--- config.mk ---
export PLATFORM = sky130hd
export DESIGN_NAME = game_screen_sequencer
export DESIGN_NICKNAME = d
export VERILOG_FILES = /design/src/rtl/game_screen_sequencer.sv
export SDC_FILE = /design/constraint.sdc
export NUM_CORES = 1
export LEC_CHECK = 0
export ABC_AREA = 1
export BUFFER_PORTS_ARGS = -buffer_cell sky130_fd_sc_hd__buf_2
export CAP_MARGIN = 20
export CORE_MARGIN = 4
export CORE_UTILIZATION = 44
export CTS_BUF_LIST = sky130_fd_sc_hd__clkbuf_8
export DETAILED_ROUTE_END_ITERATION = 10
export PLACE_DENSITY_LB_ADDON = 0.3
export SLEW_MARGIN = 20
export SYNTH_ARGS = -nofsm -noshare
export SYNTH_HDL_FRONTEND = slang
export SYNTH_SLANG_ARGS = --single-unit
--- constraint.sdc ---
create_clock -name clk_in -period 2.6 [get_ports clk_in]
set_input_delay 0.13 -clock clk_in [delete_from_list [all_inputs] [get_ports clk_in]]
set_output_delay 0.13 -clock clk_in [all_outputs]
set_load 0.01 [all_outputs]
--- src/rtl/game_screen_sequencer.sv ---
// game_screen_sequencer: frame-synchronous start/countdown/play/end screen controller.
// Optional pause support is built when GAME_PAUSE_EN is defined.
module game_screen_sequencer #(
    parameter int HEALTH_W         = 8,
    parameter int COUNTDOWN_FRAMES = 180,
    parameter int END_HOLD_FRAMES  = 120
) (
    input  logic                clk_in,
    input  logic                rst_n_in,
    input  logic                new_frame_in,
    input  logic                start_btn_in,
`ifdef GAME_PAUSE_EN
    input  logic                pause_btn_in,
`endif
    input  logic [HEALTH_W-1:0] player_health_in,
    input  logic [HEALTH_W-1:0] opponent_health_in,
    output logic                start_display_out,
    output logic                end_win_out,
    output logic                end_lose_out,
    output logic                game_active_out,
    output logic [1:0]          countdown_out,
    output logic [2:0]          state_out
);
    localparam int MAXF = (COUNTDOWN_FRAMES > END_HOLD_FRAMES) ? COUNTDOWN_FRAMES : END_HOLD_FRAMES;
    localparam int CW   = $clog2(MAXF + 1);
    localparam logic [CW-1:0] CD_LAST = CW'(COUNTDOWN_FRAMES - 1);
    localparam logic [CW-1:0] HOLD    = CW'(END_HOLD_FRAMES);
    localparam logic [CW-1:0] T3      = CW'(COUNTDOWN_FRAMES / 3);
    localparam logic [CW-1:0] T2      = CW'(2 * COUNTDOWN_FRAMES / 3);

    typedef enum logic [2:0] {
        IDLE = 3'd0, COUNTDOWN = 3'd1, PLAY = 3'd2, WIN = 3'd3, LOSE = 3'd4, PAUSE = 3'd5
    } state_e;

    state_e          state_q, state_d;
    logic [CW-1:0]   cnt_q, cnt_d;
    logic            start_prev_q, start_lat_q, start_lat_d, start_ev;
    logic            pause_ev;
    logic            sd_q, sd_d, win_q, win_d, lose_q, lose_d, act_q, act_d;
    logic [1:0]      cd_q, cd_d;

    // A press arriving in the boundary cycle itself still counts for that frame.
    assign start_ev    = start_lat_q | (start_btn_in & ~start_prev_q);
    assign start_lat_d = new_frame_in ? 1'b0 : start_ev;

`ifdef GAME_PAUSE_EN
    logic pause_prev_q, pause_lat_q;
    assign pause_ev = pause_lat_q | (pause_btn_in & ~pause_prev_q);
    always_ff @(posedge clk_in or negedge rst_n_in) begin
        if (!rst_n_in) begin
            pause_prev_q <= 1'b0;
            pause_lat_q  <= 1'b0;
        end else begin
            pause_prev_q <= pause_btn_in;
            pause_lat_q  <= new_frame_in ? 1'b0 : pause_ev;
        end
    end
`else
    assign pause_ev = 1'b0;
`endif

    always_ff @(posedge clk_in or negedge rst_n_in) begin
        if (!rst_n_in) begin
            state_q      <= IDLE;
            cnt_q        <= '0;
            start_prev_q <= 1'b0;
            start_lat_q  <= 1'b0;
            sd_q         <= 1'b1;
            win_q        <= 1'b0;
            lose_q       <= 1'b0;
            act_q        <= 1'b0;
            cd_q         <= 2'd0;
        end else begin
            state_q      <= state_d;
            cnt_q        <= cnt_d;
            start_prev_q <= start_btn_in;
            start_lat_q  <= start_lat_d;
            sd_q         <= sd_d;
            win_q        <= win_d;
            lose_q       <= lose_d;
            act_q        <= act_d;
            cd_q         <= cd_d;
        end
    end

    always_comb begin
        state_d = state_q;
        cnt_d   = cnt_q;
        if (new_frame_in) begin
            case (state_q)
                IDLE: if (start_ev) begin
                    state_d = COUNTDOWN;
                    cnt_d   = '0;
                end
                COUNTDOWN: begin
                    state_d = (cnt_q == CD_LAST) ? PLAY : COUNTDOWN;
                    cnt_d   = (cnt_q == CD_LAST) ? '0 : cnt_q + 1'b1;
                end
                PLAY: if (pause_ev) begin
                    state_d = PAUSE;
                end else if (player_health_in == '0) begin
                    state_d = LOSE;
                    cnt_d   = '0;
                end else if (opponent_health_in == '0) begin
                    state_d = WIN;
                    cnt_d   = '0;
                end
                WIN, LOSE: begin
                    // Presses before the hold expires are dropped by the latch clear.
                    state_d = (start_ev && cnt_q == HOLD) ? IDLE : state_q;
                    cnt_d   = (cnt_q == HOLD) ? cnt_q : cnt_q + 1'b1;
                end
                PAUSE: state_d = start_ev ? IDLE : (pause_ev ? PLAY : PAUSE);
                default: state_d = IDLE;
            endcase
        end
    end

    always_comb begin
        sd_d   = state_d == IDLE;
        win_d  = state_d == WIN;
        lose_d = state_d == LOSE;
        act_d  = state_d == PLAY;
        cd_d   = (state_d != COUNTDOWN) ? 2'd0 : (cnt_d < T3) ? 2'd3 : (cnt_d < T2) ? 2'd2 : 2'd1;
    end

    assign start_display_out = sd_q;
    assign end_win_out       = win_q;
    assign end_lose_out      = lose_q;
    assign game_active_out   = act_q;
    assign countdown_out     = cd_q;
    assign state_out         = state_q;
endmodule

==> results.cfg <==
[run_status]
status = complete, no violations

[timing]
relSlewSlack = 0.711
rsz0062_at_grt = no
hold_viol_final = 0
fmax_mhz = 545
final_max_slew_viol_count = 0
period_needed_ns = 1.83
tightest_slew_ns = 0.433
holdWs_ns = 0.00663
setup_tns_ns = 0
fin_crit_sh = 0.705
fin_skew_ns = 0.000866
setup_viol = 0

[setup_path]
worstPathMaxFanout = 5
crit_buf_inv = 2
critical_path.slowest_cell = dfrtp_1
worstSetupStartpointType = flop
crit_family = simple AND/OR/NAND/NOR gates
critical_path_class = flop to flop
cpPeakStageDelay_ns = 0.40
cp-startpoint = cnt_q[0]$_DFFE_PN0P_
cpMostUsedCell = nand3_1
endpoint_kind = flop
required_ns = 2.78
arrival_ns = 2.01
crit_chain = inv_1 -> ha_1 -> nand3_1 -> nor3_4 -> nand2_1 -> nand3_1 -> nand3_1 -> nand2_1 -> o21ai_2 -> inv_1 -> nand3_2 -> nor3_2
r2r-start = cnt_q[0]$_DFFE_PN0P_

[cells_and_area]
drive_gt1_frac = 0.268
post-route-util = 0.569
final_area_um2 = 1460
fin_cells = 235
diodes = 0
syn_to_final_growth_pct = 18.5
nNetsFinal = 228

[clocking]
clock_latency_ns = 0.25
cts_tree = built
htree_levels = 1
clock_sinks = 19
numCtsBuffers = 3
cts_buffer_depth = 2
cts_root_buffer = clkbuf_8
clkTransAtPathRegs_ns = 0.07

[synth]
synth_top_area_share = 0.365
synthMuxAreaShare = 0
ys_ff_latch = 19
yosys.area_share.simple = 0.417
synth_top_family_by_area = simple AND/OR/NAND/NOR gates
synthTopCellsByCount = nand2_1, inv_1, nor2_1
seq_area_frac_synth = 0.387
syn_inst = 173
synth.avg_cell_area_um2 = 7.12
synth_edf_count = 0
ys_top_cells_by_area = dfrtp_1, nand2_1, nand3_1
synth_area_um2 = 1230
async_flop_share = 1.00
synth_compound_area_frac = 0.0954
synth_fa_ha_area_frac = 0.0203
synth_warnings = 0
synth_fp_nets = 195
synth-xor-area-share = 0
ys.flop_type = dfrtp_1
synth_cell_types = 27
yosys.area.top_type = dfrtp_1
synth_most_common_cell = nand2_1

[drt]
first_pass_iters = 4
drtIter0Drc = 68
ant_nets = 0
vias_per_cell = 5.15
wl_per_cell_um = 12.4
post-route-drc-count = 0
vias = 1211
drt-total-wl_mm = 2.92

[floorplan]
die_area_um2 = 3710
rows = 18
start_util = 0.480
io_pins = 29
core_um2 = 2570
die_h_um = 60.9
fp.dieW_um = 60.9

[global_route]
grt_usage = 0.171
grt_use_met3 = 0.0213
top_usage_layer = met2
grt_pass1_vias = 1154
use_met2 = 0.282
grt_max_degree = 20
grt_overflow_total = 0
grt_pass1_wl_mm = 4.76
antenna_found_initial = 0
met1_usage = 0.227

[worst_hold_path]
hold_class = input pin to flop
hp-start = start_btn_in

[power]
leakage_nw = 0.770
powerDensity_nw_per_um2 = 699
vdd_ir_drop_max_mv = 0.464

[run]
cap_violations = 0

[placed_design]
dpl.hpwl_mm = 2.32
place_area_um2 = 1410
dp_cells = 230
gp_congestion = 0.957
numPortBuffers = 28
cell families after synthesis:
family	Yosys count
simple gates	108
buf+inv	26
flops	19
compound gates	18
fa+ha+maj	2
routing by layer:
layer,up-vias,wire [um]
met2,34,1420
met1,557,1360
met5,-,0
met3,4,116
li1,616,-
met4,0,27
worst paths after layout:
path	end	slack, ns	cells after the start
setup / recovery	countdown_out[1]$_DFF_PN0_	0.77	12
hold / removal	start_prev_q$_DFF_PN0_	0.007	1
min in group asynchronous	start_prev_q$_DFF_PN0_	0.34	2
setup reg to reg	countdown_out[1]$_DFF_PN0_	0.77	12
max in group asynchronous	start_display_out$_DFF_PN1_	1.92	2
hold reg to reg	start_lat_q$_DFF_PN0_	0.55	2
sequential cells by signal (all words and copies together) (netlist names):
name and count:
start_lat_q 1, start_display_out 1, end_win_out 1, end_lose_out 1, countdown_out 2, start_prev_q 1
game_active_out 1, state_out 3, cnt_q 8
layout make-up:
cell class | count | area (um2)
multi-input cells | 128 | 657
inverters | 25 | 93.8
repair buffers | 29 | 150
flip-flops and latches | 19 | 477
clock inverters | 1 | 3.75
fillers | 249 | 1110
clock buffers | 3 | 41.3
well taps | 30 | 37.5
metrics by stage:
stage               worst slack, ns  power, W
floorplan                     0.993  0.000690
global route                  0.575   0.00109
finish                        0.767   0.00102
global placement              0.815  0.000808
detailed placement            0.813  0.000815
CTS                           0.756   0.00102
cell usage in the layout, fill, tap and decap left out, types with 2 or more instances in the layout:
cell | synthesis | layout
nand2_1 | 45 | 45
buf_2 | 1 | 28
inv_1 | 22 | 23
nor2_1 | 21 | 21
nand3_1 | 20 | 20
dfrtp_1 | 18 | 18
nand2_2 | 7 | 7
o21ai_0 | 5 | 5
nand4_1 | 3 | 3
nor3_2 | 3 | 3
inv_2 | 3 | 3
a21oi_1 | 3 | 3
clkbuf_8 | 0 | 3
nand3_2 | 2 | 2
nor2_2 | 2 | 2
a21oi_2 | 2 | 2
o21ai_2 | 2 | 2
a21boi_0 | 2 | 2
o21a_1 | 2 | 2
ha_1 | 2 | 2
report_power, final:
group,internal (W),total [W],switching (W)
Combinational,0.000147,0.000402,0.000254
Sequential,0.000362,0.000414,0.0000520
Clock,0.000105,0.000204,0.0000991
Total,0.000614,0.00102,0.000406
repair_timing:
item	in CTS	in global routing
hold buffers	1	0
hold endpoints to repair	18	0
gates resized for setup	0	0
buffers inserted	0	0
Power figures use the tool's default switching activity.
